--- src/rtl/lfsr_gen.sv ---
// Configurable Fibonacci/Galois LFSR word generator with a valid/ready output
// and lock-up detection. It applies a variable number of shifts per word in one clock.
module lfsr_gen #(
  parameter int DATA_WIDTH = 8,
  parameter int STEPS_MAX  = 4,
  parameter int CNT_WIDTH  = 16
) (
  input  logic                           clk,
  input  logic                           reset,
  input  logic                           load,
  input  logic [DATA_WIDTH-1:0]          seed,
  input  logic [DATA_WIDTH-1:0]          tap,
  input  logic                           mode,
  input  logic [$clog2(STEPS_MAX+1)-1:0] steps,
  input  logic                           en,
  input  logic                           out_ready,
  output logic                           out_valid,
  output logic [DATA_WIDTH-1:0]          dout,
  output logic                           lockup,
  output logic [CNT_WIDTH-1:0]           word_cnt
);

  localparam int SW = $clog2(STEPS_MAX + 1);

  typedef enum logic [1:0] {IDLE, RUN, LOCKED} state_t;

  state_t                state_q, state_d;
  logic [DATA_WIDTH-1:0] s_q, s_d;
  logic [DATA_WIDTH-1:0] tap_q, tap_d;
  logic                  mode_q, mode_d;
  logic [DATA_WIDTH-1:0] dout_q, dout_d;
  logic                  valid_q, valid_d;
  logic                  lockup_q, lockup_d;
  logic [CNT_WIDTH-1:0]  cnt_q, cnt_d;

  logic [SW-1:0]         effSteps;
  logic [DATA_WIDTH-1:0] stepped;
  logic                  accept;
  logic                  genCycle;

  function automatic logic [DATA_WIDTH-1:0] fibStep(input logic [DATA_WIDTH-1:0] s,
                                                    input logic [DATA_WIDTH-1:0] t);
    logic fb;
    fb = ^(s & t);
    return {fb, s[DATA_WIDTH-1:1]};
  endfunction

  function automatic logic [DATA_WIDTH-1:0] galStep(input logic [DATA_WIDTH-1:0] s,
                                                    input logic [DATA_WIDTH-1:0] t);
    return (s >> 1) ^ (s[0] ? t : '0);
  endfunction

  // Clamp the requested shift count into 1..STEPS_MAX.
  always_comb begin
    effSteps = steps;
    if (steps == '0) begin
      effSteps = SW'(1);
    end else if (steps > SW'(STEPS_MAX)) begin
      effSteps = SW'(STEPS_MAX);
    end
  end

  always_comb begin
    stepped = s_q;
    for (int i = 0; i < STEPS_MAX; i++) begin
      if (i < int'(effSteps)) begin
        stepped = mode_q ? galStep(stepped, tap_q) : fibStep(stepped, tap_q);
      end
    end
  end

  assign accept   = valid_q & out_ready;
  assign genCycle = (state_q == RUN) & en & (~valid_q | out_ready);

  always_comb begin
    state_d  = state_q;
    s_d      = s_q;
    tap_d    = tap_q;
    mode_d   = mode_q;
    dout_d   = dout_q;
    valid_d  = valid_q;
    lockup_d = lockup_q;
    cnt_d    = cnt_q;
    if (load) begin
      s_d     = seed;
      tap_d   = tap;
      mode_d  = mode;
      valid_d = 1'b0;
      cnt_d   = '0;
      if (seed != '0) begin
        state_d  = RUN;
        lockup_d = 1'b0;
      end else begin
        state_d  = LOCKED;
        lockup_d = 1'b1;
      end
    end else begin
      if (accept && (cnt_q != '1)) begin
        cnt_d = cnt_q + CNT_WIDTH'(1);
      end
      // A word that steps into zero is still delivered before halting.
      if (genCycle) begin
        s_d     = stepped;
        dout_d  = stepped;
        valid_d = 1'b1;
        if (stepped == '0) begin
          lockup_d = 1'b1;
          state_d  = LOCKED;
        end
      end else if (accept) begin
        valid_d = 1'b0;
      end
    end
  end

  always_ff @(posedge clk) begin
    if (reset) begin
      state_q  <= IDLE;
      s_q      <= '0;
      tap_q    <= '0;
      mode_q   <= 1'b0;
      dout_q   <= '0;
      valid_q  <= 1'b0;
      lockup_q <= 1'b0;
      cnt_q    <= '0;
    end else begin
      state_q  <= state_d;
      s_q      <= s_d;
      tap_q    <= tap_d;
      mode_q   <= mode_d;
      dout_q   <= dout_d;
      valid_q  <= valid_d;
      lockup_q <= lockup_d;
      cnt_q    <= cnt_d;
    end
  end

  assign out_valid = valid_q;
  assign dout      = dout_q;
  assign lockup    = lockup_q;
  assign word_cnt  = cnt_q;

endmodule
--- config.mk ---
export PLATFORM = sky130hd
export DESIGN_NAME = lfsr_gen
export DESIGN_NICKNAME = d
export VERILOG_FILES = /design/src/rtl/lfsr_gen.sv
export SDC_FILE = /design/constraint.sdc
export NUM_CORES = 1
export LEC_CHECK = 0
export BUFFER_PORTS_ARGS = -buffer_cell sky130_fd_sc_hd__buf_2
export CAP_MARGIN = 20
export CELL_PAD_IN_SITES_DETAIL_PLACEMENT = 0
export CELL_PAD_IN_SITES_GLOBAL_PLACEMENT = 1
export CORE_MARGIN = 2
export CORE_UTILIZATION = 48
export CTS_BUF_LIST = sky130_fd_sc_hd__clkbuf_8
export CTS_CLUSTER_SIZE = 12
export DETAILED_ROUTE_END_ITERATION = 12
export GPL_ROUTABILITY_DRIVEN = 1
export PLACE_DENSITY = 0.89
export SLEW_MARGIN = 20
export SYNTH_ARGS = -nofsm -noshare
export SYNTH_HDL_FRONTEND = slang
export SYNTH_SLANG_ARGS = --single-unit
--- constraint.sdc ---
create_clock -name clk -period 8.45 [get_ports clk]
set_clock_uncertainty 0.05 [all_clocks]
set_input_delay 2.535 -clock clk [delete_from_list [all_inputs] [get_ports clk]]
set_output_delay 2.535 -clock clk [all_outputs]
set_load 0.05 [all_outputs]
# Yosys cells after proc, flatten, opt, wreduce, memory -nomap -nowiden
# Cells that the tools add are included.
dict set report word_totals {
  ff_bits 45
  inputBits 25
  output_inout_bits 26
  word_cells 70
}
dict set report classes {
  n_addsub 1
  order_cmp 5
  n_eq_ne 2
  muxes 26
  n_bitwise 14
  reduce_logical 14
}
# op count
set ops {}
lappend ops {{8-bit two-way mux} 14}
lappend ops {{8-bit bitwise AND} 4}
lappend ops {{8-bit parity} 4}
lappend ops {{7-bit by 8-bit XOR with 8-bit output} 4}
lappend ops {{16-bit by 1-bit adder with 16-bit output, second input constant} 1}
lappend ops {{16-bit inequality test, second input constant} 1}
lappend ops {{8-bit logical NOT} 1}
lappend ops {{2-bit two-way mux} 4}
lappend ops {{8-bit nonzero test} 1}
lappend ops {{1-bit by 3-bit less-than comparator with 1-bit output, first input constant} 2}
lappend ops {{2-bit by 3-bit less-than comparator with 1-bit output, first input constant} 2}
lappend ops {{1-bit two-way mux} 6}
lappend ops {{3-bit two-way mux} 2}
lappend ops {{2-bit nonzero test} 3}
lappend ops {{2-bit AND reduction} 2}
lappend ops {{1-bit bitwise AND} 3}
lappend ops {{3-bit greater-than comparator, second input constant} 1}
lappend ops {{3-bit logical NOT} 1}
lappend ops {{2-bit by 1-bit equality test with 1-bit output, second input constant} 1}
lappend ops {{1-bit inverter} 2}
lappend ops {{2-bit OR reduction} 1}
lappend ops {{1-bit logical AND} 1}
lappend ops {{1-bit bitwise OR} 1}

# Depth between registers and ports, before layout
# Gate-level depths: netlist of run 1.
dict set report depth {
  word_depth 21
  ltp_mapped 17
  mapped_depth_nobuf 14
}

# Worst setup path after synthesis of run 1
# OpenSTA, ideal clock, no wires.
dict set report synth_path {
  path_type {input to register}
  from {input port steps[2]}
  to {register state_q[1]}
  setup_ns 0.087
  arrival_ns 5.514
  t_required_ns 8.313
  path_slack_ns 2.799
  stages 14
  path_buffers 1
  path_cell_list {buf_2 nor2_1 nor2_1 a2111o_1 xnor2_1 xnor2_1 xnor2_1 xnor2_1 mux2i_1 a222oi_1 xnor2_1 mux2i_4 nand3b_2 a221oi_2}
}
dict set report synth_between {
  elab_chain_len 20
  word_cells_on_any_way 30
  classes_between {5 x order compare; 12 x mux; 6 x bitwise; 7 x reduce/logical}
}
# item line
set synth_rtl {}
lappend synth_rtl {{start, declared} 14} ;# input logic [$clog2(STEPS_MAX+1)-1:0] steps,
lappend synth_rtl {{3-bit greater-than comparator} 58} ;# end else if (steps > SW'(STEPS_MAX)) begin
lappend synth_rtl {{3-bit two-way mux} 58}
lappend synth_rtl {{3-bit two-way mux *} 56} ;# if (steps == '0) begin
lappend synth_rtl {{1-bit by 3-bit less-than comparator with 1-bit output} 66} ;# if (i < int'(effSteps)) begin
lappend synth_rtl {{8-bit two-way mux} 66}
lappend synth_rtl {{8-bit bitwise AND or 8-bit two-way mux (tied branches)} {44, 50}}
lappend synth_rtl {{8-bit parity or 7-bit by 8-bit XOR with 8-bit output (tied branches)} {44, 50}}
lappend synth_rtl {{8-bit two-way mux} 67} ;# stepped = mode_q ? galStep(stepped, tap_q) : fibStep(stepped, tap_q);
lappend synth_rtl {{[4 not listed]} n/a}
lappend synth_rtl {{8-bit two-way mux} 66}
lappend synth_rtl {{8-bit bitwise AND or 8-bit two-way mux (tied branches)} {44, 50}}
lappend synth_rtl {{8-bit parity or 7-bit by 8-bit XOR with 8-bit output (tied branches)} {44, 50}}
lappend synth_rtl {{8-bit two-way mux} 67}
lappend synth_rtl {{8-bit two-way mux *} 66}
lappend synth_rtl {{8-bit logical NOT *} 106} ;# if (stepped == '0) begin
lappend synth_rtl {{2-bit nonzero test (no source line) *} n/a}
lappend synth_rtl {{2-bit AND reduction (no source line) *} n/a}
lappend synth_rtl {{end signal, assigned} 127} ;# state_q <= state_d;
lappend synth_rtl {{end, declared} 27} ;# state_t state_q, state_d;
# Mark *: on every way between the ends. The rest lies on a longest branch, timed or not.
# A chain may end at the register's enable or synchronous reset.

# Final worst setup path of run 1
# Same ends and word-level chain as after synthesis.

==> flow_metrics.tcl, run 1 <==
set metrics [dict create \
    n_antenna_cell 0 \
    period_share 0.758 \
    antenna_found_initial 0 \
    place_congestion 0.886 \
    numCtsBuffers 5 \
    top_usage_layer "met2" \
    total_leakage_power_nw 1.59 \
    root_buffer "clkbuf_8" \
    synthesis.nets 517 \
    grt_overflow 0 \
    yosysSeqAreaShare 0.227 \
    drc_errors 0 \
    cap_viol_max_count 0 \
    crit_slowest_cell "or2_1" \
    crit_buf_inv 1 \
    synth-edff-count 0 \
    max-vdd-ir-drop_mv 0.128 \
    cpMostUsedCell "nor3_1" \
    grt_max_degree 36 \
    cts_hold_buffers 0 \
    hold_ws_ps 437 \
    coreArea_sq_mm 0.00777 \
    critPathCaptureType "register" \
    fin_util 0.530 \
    gr-usage-met3 0.0321 \
    clkTransAtPathRegs_ps 80 \
    met2_usage 0.368 \
    viasPerCell 5.66 \
    fmax_ghz 0.156 \
    setup_viol 0 \
    dr.pass1.iters 4 \
    critPathTopFamily "simple AND/OR/NAND/NOR gates" \
    nFillCells 774 \
    drv_slew 0 \
    num_rows 32 \
    worst_pin_slew_ps 924 \
    critPathMaxFanout 26 \
    grt_pass1_wl_um 16000 \
    grt_usage 0.226 \
    ios 51 \
    via_count 3477 \
    hpwl_um 7160 \
    period_minus_slack_ps 6410 \
    synth_area_sq_mm 0.00388 \
    crit_path_start_kind "primary input" \
    clockBufferDepth 2 \
    yosys_warnings 0 \
    nNetsFinal 537 \
    clkLatencyLatePin_ps 300 \
    rsz0062_at_grt "false" \
    cts_resized 0 \
    met1_usage 0.317 \
    slew_headroom 0.383 \
    dieHeight_um 93.9 \
    worstHoldPathType "reg2reg" \
    areaGrowthSynthToFinish_pct 6.09 \
    async_flop_share 0 \
    htreeDepth 2 \
    totalPowerFinal_mw 0.544 \
    syn_area_per_cell_sq_um 7.90 \
    port-buffer-count 50 \
    ant_nets 0 \
    initial_utilization 0.500 \
    post_cts_buffers 0 \
    p_per_area_mw_per_mm2 132 \
    max_stage_delay_ps 730 \
    die_w_um 93.9 \
    rrSetupSlack_ps 4080 \
    grt_pass1_vias 3262 \
    tns_ps 0 \
    wirelength_um 9650 \
    outcome "finished, final reports clean" \
    finalHoldViolCount 0 \
    drive_gt1_frac 0.178 \
    path_class "in2reg" \
    die_area_sq_mm 0.00882 \
    numClockSinks 44 \
    ys_ff_latch 44 \
    crit_arrival_ps 6570 \
    synth.distinct_cells 80 \
    tritoncts "built" \
    drtIter0Drc 280 \
    synthFlopType "dfxtp_1" \
    synthCells 491 \
    crit_path_cell_trace "buf_2 -> or2_1 -> a21oi_1 -> nor2_1 -> nor3_1 -> o21ai_1 -> nand3_1 -> xor2_1 -> nand2_1 -> o21ai_0 -> or4b_1 -> nor3_1 -> nand3b_2 -> a221oi_2" \
    cp.required_ps 8620 \
    wl_per_cell_um 15.7 \
]
[registers in the layout (all words and copies together) (netlist names)]
signal and cells:
word_cnt 16, dout 8, s_q 8, tap_q 8
state_q 2, mode_q 1, out_valid 1
[cell usage after synthesis (2+ instances only)]
master | count | share of area
a21oi_1 | 20 | 0.026
nand2_1 | 49 | 0.047
nand3_1 | 23 | 0.030
o22ai_1 | 2 | 0.0032
o211ai_1 | 6 | 0.012
o31a_1 | 2 | 0.0045
clkbuf_1 | 8 | 0.0077
buf_6 | 9 | 0.026
or2_2 | 4 | 0.0064
nand3_2 | 3 | 0.0077
o32a_1 | 2 | 0.0052
nor4_1 | 2 | 0.0032
buf_1 | 2 | 0.0019
a21boi_1 | 3 | 0.0058
inv_1 | 6 | 0.0058
nand4_1 | 7 | 0.011
and3_1 | 4 | 0.0064
buf_4 | 8 | 0.015
xnor2_1 | 35 | 0.079
and3b_1 | 3 | 0.0068
buf_2 | 11 | 0.014
nor3_1 | 9 | 0.012
a21o_1 | 4 | 0.0077
nor2_1 | 69 | 0.067
nor3b_1 | 2 | 0.0039
a21oi_2 | 3 | 0.0068
nor2b_1 | 3 | 0.0048
mux2i_1 | 25 | 0.064
dfxtp_1 | 44 | 0.23
o21ai_1 | 2 | 0.0026
or3_1 | 2 | 0.0032
o2111ai_1 | 6 | 0.014
a31oi_1 | 2 | 0.0032
a31o_1 | 3 | 0.0068
xnor2_2 | 3 | 0.013
nand3b_1 | 2 | 0.0039
o21bai_1 | 2 | 0.0039
o21ai_0 | 18 | 0.023
xor2_1 | 34 | 0.077
and2_1 | 4 | 0.0064
a211oi_1 | 6 | 0.012
[through the flow]
stage	cells	cell area, sq um	setup WS (ps)
after floorplan	491	3880	2800
after global placement	606	4010	1950
after detailed placement	606	4010	1840
after CTS	614	4120	2110
after global routing	614	4120	1730
final	614	4120	2040
[layer usage]
metal  vias to the layer above  wire [um]
li1                       1747          -
met1                      1638       4670
met2                        86       4390
met3                         6        518
met4                         0         68
met5                         -          0
[path summary, 6_finish.rpt]
| path | to | startpoint | depth (start not counted) |
|---|---|---|---|
| hold reg to reg | state_q[0] | state_q[0] | 1 |
| hold / removal | state_q[0] | state_q[0] | 1 |
| setup reg to reg | s_q[7] | mode_q | 15 |
| setup / recovery | state_q[1] | steps[2] | 14 |
[power by group]
group          internal [mW]  switching (mW)
clock                 0.0875          0.0739
sequential             0.214          0.0175
combinational         0.0603          0.0903
[area by class of cell]
| cell class | instances | area, sq um | share of cell area |
|---|---|---|---|
| Timing Repair Buffer | 52 | 265 | 0.0644 |
| Multi-Input combinational cell | 401 | 2710 | 0.657 |
| Sequential cell | 44 | 881 | 0.214 |
| Clock inverter | 3 | 42.5 | 0.0103 |
| Tap cell | 102 | 128 | 0.0310 |
| Inverter | 7 | 26.3 | 0.00638 |
| Clock buffer | 5 | 68.8 | 0.0167 |
[worst register-to-register path, delay by kind of cell (launching register included)]
kind / cells / cell delay, ps
buf+inv: 1 / 430
flops: 1 / 630
compound gates: 6 / 1460
simple gates: 1 / 150
xor+xnor: 7 / 1590
[placed cells by master, fill, tap and decap left out, types with 5 or more instances in the layout]
master,n
a211oi_1,6
a21oi_1,20
buf_2,50
clkbuf_8,5
dfxtp_1,44
inv_1,6
mux2i_1,25
nand2_1,49
nand3_1,23
nand4_1,7
nor2_1,69
nor3_1,9
o2111ai_1,6
o211ai_1,6
o21ai_0,18
xnor2_1,35
xor2_1,34
[cells by family after synthesis]
logic type	count (synthesis)	share of synthesized area
compound gates	101	0.189
xor+xnor	75	0.185
fa+ha+maj	1	0.00322
buf+inv	46	0.0758
flops	44	0.227
mux	27	0.0732
simple gates	197	0.247
Power figures use the tool's default switching activity.
==> inputs of run 2 (changes only) <==
- CORE_UTILIZATION: 48 -> 45
- PLACE_DENSITY: 0.89 -> 0.84
- clock period: 8.45 -> 6.4 ns (I/O delays scaled with it)
==> flow_metrics.tcl, run 2 (synthesis results as in run 1) <==
set metrics [dict create \
    setup_viol 0 \
    cp.required_ps 6570 \
    worst_pin_slew_ps 1100 \
    nNetsFinal 537 \
    worstHoldPathType "reg2reg" \
    grt_max_degree 46 \
    p_sw_frac 0.334 \
    finalNonFillerCells 617 \
    wirelength_um 10200 \
    num_rows 33 \
    clkLatencyLatePin_ps 300 \
    fmax_ghz 0.183 \
    rrSetupSlack_ps 1670 \
    root_buffer "clkbuf_8" \
    dp.cells 609 \
    tritoncts "built" \
    antenna_found_initial 0 \
    reg2reg_depth 14 \
    critPathCaptureType "register" \
    seqPwrFrac 0.421 \
    place_congestion 0.870 \
    n_antenna_cell 0 \
    path_class "in2reg" \
    reg2reg_to "state_q[1]" \
    ant_nets 0 \
    crit_buf_inv 1 \
    grt_pass1_vias 3260 \
    clockBufferDepth 2 \
    drv_slew 0 \
    outcome "finished, final reports clean" \
    dieHeight_um 96.9 \
    dr.pass1.iters 5 \
    drtIter0Drc 290 \
    max_stage_delay_ps 600 \
    power_switching_mw 0.245 \
    p_int_mw 0.490 \
    totalPowerFinal_mw 0.735 \
    grt_pass1_wl_um 16600 \
    numClockSinks 44 \
    ios 51 \
    clkTransAtPathRegs_ps 90 \
    grt_usage 0.214 \
    initial_utilization 0.468 \
    period_share 0.856 \
    die_area_sq_mm 0.00938 \
    holdCritStartpoint "state_q[0]" \
    hpwl_um 7430 \
    drc_errors 0 \
    hold_path_end "state_q[0]" \
    cts_hold_buffers 0 \
    crit_path_cell_trace "buf_2 -> nor2_1 -> nor2_1 -> a2111o_1 -> xnor2_1 -> xnor2_1 -> xnor2_1 -> xnor2_1 -> mux2i_1 -> a222oi_1 -> xnor2_1 -> mux2i_4 -> nand3b_2 -> a221oi_2" \
    crit_arrival_ps 5640 \
    port-buffer-count 50 \
    comb_power_share 0.269 \
    cts_resized 0 \
    numCtsBuffers 5 \
    viasPerCell 5.81 \
    nFillCells 833 \
    drive_gt1_frac 0.178 \
    areaGrowthSynthToFinish_pct 6.45 \
    grt_overflow 0 \
    worstHoldPathCells 1 \
    critPathMaxFanout 21 \
    wl_per_cell_um 16.5 \
    pwr-share-clk 0.310 \
    total_leakage_power_nw 1.60 \
    post_cts_buffers 0 \
    crit_path_start_kind "primary input" \
    r2r_start "s_q[0]" \
    rsz0062_at_grt "false" \
    cap_viol_max_count 0 \
    mostFrequentLayoutCells "nor2_1, buf_2, nand2_1, dfxtp_1, xnor2_1" \
    die_w_um 96.9 \
    finalHoldViolCount 0 \
    max-vdd-ir-drop_mv 0.170 \
    placed_area_sq_mm 0.00401 \
    slew_headroom 0.265 \
    final_common_cell "nor2_1" \
    coreArea_sq_mm 0.00830 \
    via_count 3583 \
    crit_slowest_cell "nor2_1" \
    period_minus_slack_ps 5480 \
    critPathTopFamily "compound AO/OA/AOI/OAI gates" \
    htreeDepth 2 \
    finalInstanceArea_sq_mm 0.00413 \
    tns_ps 0 \
    p_per_area_mw_per_mm2 178 \
    largest_reg_flops 16 \
    cpMostUsedCell "xnor2_1" \
]
==> run 2: worst max path at each step <==
stage,from,endpoint,slack (ps),cells past startpoint
after floorplan,steps[2],state_q[1],1360,14
after global placement,steps[2],state_q[1],680,14
after detailed placement,steps[2],state_q[1],640,14
after CTS,steps[2],state_q[1],940,14
after global routing,steps[2],state_q[1],660,14
final,steps[2],state_q[1],920,14
==> run 2: final cells by class <==
type	instances	area, sq um	area share
Inverter	7	26.3	0.00636
Multi-Input combinational cell	401	2710	0.655
Timing Repair Buffer	52	265	0.0642
Clock buffer	6	82.6	0.0200
Sequential cell	44	881	0.213
Tap cell	105	131	0.0318
Clock inverter	2	38.8	0.00939
==> run 2: routing by layer <==
| metal | up-vias | wire, um | GRT usage | share of wire |
|---|---|---|---|---|
| li1 | 1751 | - | - | - |
| met1 | 1694 | 4730 | 0.303 | 0.47 |
| met2 | 121 | 4540 | 0.335 | 0.45 |
| met3 | 17 | 647 | 0.0311 | 0.064 |
| met4 | 0 | 234 | 0.0672 | 0.023 |
| met5 | - | 0 | 0 | 0 |
==> run 2: stage by stage <==
stage	utilization	worst slack (ps)	hold WS (ps)
final	0.498	924	445
after global routing	0.498	663	474
after CTS	0.498	938	444
after detailed placement	0.483	636	423
after global placement	0.483	677	408
after floorplan	-	1360	399
==> run 2: power groups by stage <==
stage / clock network (mW) / registers, mW / logic [mW]
final: 0.228 / 0.310 / 0.198
after global routing: 0.244 / 0.312 / 0.217
after global placement: 0 / 0.315 / 0.194
after CTS: 0.231 / 0.309 / 0.197
after floorplan: 0 / 0.301 / 0.171
after detailed placement: 0 / 0.316 / 0.196
==> inputs of run 3 (changes only) <==
- CORE_UTILIZATION: 45 -> 48
- PLACE_DENSITY: 0.84 -> 0.89
- clock period: 6.4 -> 6.3 ns (I/O delays scaled with it)
==> flow_metrics.tcl, run 3 (synthesis results as in run 1) <==
set metrics [dict create \
    setup_viol 0 \
    drv_slew 0 \
    n_antenna_cell 0 \
    critPathMaxFanout 21 \
    rrSetupSlack_ps 1700 \
    grt_overflow 0 \
    largest_reg_flops 16 \
    totalPowerFinal_mw 0.701 \
    worst_pin_slew_ps 990 \
    max_stage_delay_ps 600 \
    total_leakage_power_nw 1.59 \
    root_buffer "clkbuf_8" \
    ios 51 \
    dieHeight_um 93.9 \
    grt_usage 0.233 \
    pwr-share-clk 0.264 \
    seqPwrFrac 0.447 \
    nNetsFinal 538 \
    initial_utilization 0.500 \
    numClockSinks 44 \
    die_area_sq_mm 0.00882 \
    drc_errors 0 \
    outcome "finished, final reports clean" \
    cap_viol_max_count 0 \
    fmax_ghz 0.186 \
    finalInstanceArea_sq_mm 0.00411 \
    viasPerCell 5.79 \
    crit_path_start_kind "primary input" \
    grt_max_degree 31 \
    clockBufferDepth 2 \
    max-vdd-ir-drop_mv 0.153 \
    crit_arrival_ps 5550 \
    hold_ws_ps 450 \
    r2r_start "s_q[0]" \
    slew_headroom 0.339 \
    wirelength_um 9960 \
    grt_pass1_wl_um 16300 \
    cp.required_ps 6460 \
    num_rows 32 \
    drive_gt1_frac 0.177 \
    finalHoldViolCount 0 \
    ant_nets 0 \
    mostFrequentLayoutCells "nor2_1, buf_2, nand2_1, dfxtp_1, xnor2_1" \
    reg2reg_to "state_q[1]" \
    drtIter0Drc 199 \
    crit_path_cell_trace "buf_2 -> nor2_1 -> a21oi_2 -> nor3b_1 -> a21o_1 -> a211oi_1 -> o221ai_1 -> xnor2_1 -> mux2i_1 -> a222oi_1 -> xnor2_1 -> mux2i_4 -> nand3b_2 -> a221oi_2" \
    rsz0062_at_grt "false" \
    p_int_mw 0.456 \
    worstHoldPathType "reg2reg" \
    antenna_found_initial 0 \
    hpwl_um 7390 \
    clkTransAtPathRegs_ps 80 \
    crit_slowest_cell "a222oi_1" \
    power_switching_mw 0.245 \
    coreArea_sq_mm 0.00777 \
    areaGrowthSynthToFinish_pct 5.83 \
    nFillCells 802 \
    seq_area_sq_um 881 \
    numCtsBuffers 5 \
    path_class "in2reg" \
    p_per_area_mw_per_mm2 171 \
    multiInputGateArea_sq_mm 0.00271 \
    period_share 0.855 \
    clkLatencyLatePin_ps 300 \
    period_minus_slack_ps 5390 \
    cpMostUsedCell "xnor2_1" \
    die_w_um 93.9 \
    via_count 3559 \
    post_cts_buffers 0 \
    place_congestion 0.915 \
    final_common_cell "nor2_1" \
    htreeDepth 2 \
    port-buffer-count 50 \
    tns_ps 0 \
    placed_area_sq_mm 0.00401 \
    critPathCapture "state_q[1]" \
    grt_pass1_vias 3301 \
    p_sw_frac 0.349 \
    critPathCaptureType "register" \
    crit_start "steps[2]" \
    wl_per_cell_um 16.2 \
    tritoncts "built" \
    comb_power_share 0.289 \
    reg2reg_depth 13 \
    cts_resized 0 \
    dr.pass1.iters 4 \
    cts_hold_buffers 0 \
]
## run 3: stage by stage
step                 util  setup WS (ps)  cells
floorplan               -           1290    491
global placement    0.517            811    607
detailed placement  0.517            704    607
CTS                 0.529            972    615
global route        0.529            671    615
finish              0.529            915    615
## run 3: area by class of cell
type / count / share of cell area
clock inverter: 2 / 0.00274
tap: 102 / 0.0311
inverter: 7 / 0.00640
timing repair buffer: 53 / 0.0664
clock buffer: 6 / 0.0201
multi-input combinational: 401 / 0.659
sequential: 44 / 0.214
## run 3: how the worst min path moves through the flow
stage | from | end | slack [ps] | cells after the start
3_3_place_gp | state_q[0] | state_q[0] | 410 | 1
3_5_place_dp | dout[2] | dout[2] | 430 | 2
6_report | state_q[0] | state_q[0] | 450 | 1
5_1_grt | dout[2] | dout[2] | 480 | 2
4_1_cts | state_q[0] | state_q[0] | 460 | 1
2_1_floorplan | state_q[0] | state_q[0] | 400 | 1
## run 3: critical path: cells and delay by family
family / cells / cell delay [ps]
AOI/OAI and AO/OA: 6 / 1700
and+or+nand+nor: 3 / 1000
xor gates and xnor gates: 2 / 490
buffers and inverters: 1 / 240
muxes: 2 / 220
## run 3: power by group through the flow
stage | registers (mW) | logic [mW] | clock network [mW]
after floorplan | 0.306 | 0.174 | 0
after global placement | 0.319 | 0.198 | 0
after detailed placement | 0.319 | 0.199 | 0
after CTS | 0.312 | 0.200 | 0.187
after global routing | 0.315 | 0.220 | 0.202
final | 0.313 | 0.202 | 0.185
## run 3: layer usage
metal | part of all wire | vias up | GRT usage
li1 | - | 1749 | -
met4 | 0.038 | 0 | 0.105
met2 | 0.44 | 106 | 0.358
met3 | 0.058 | 28 | 0.0417
met5 | 0 | - | 0
met1 | 0.47 | 1676 | 0.318
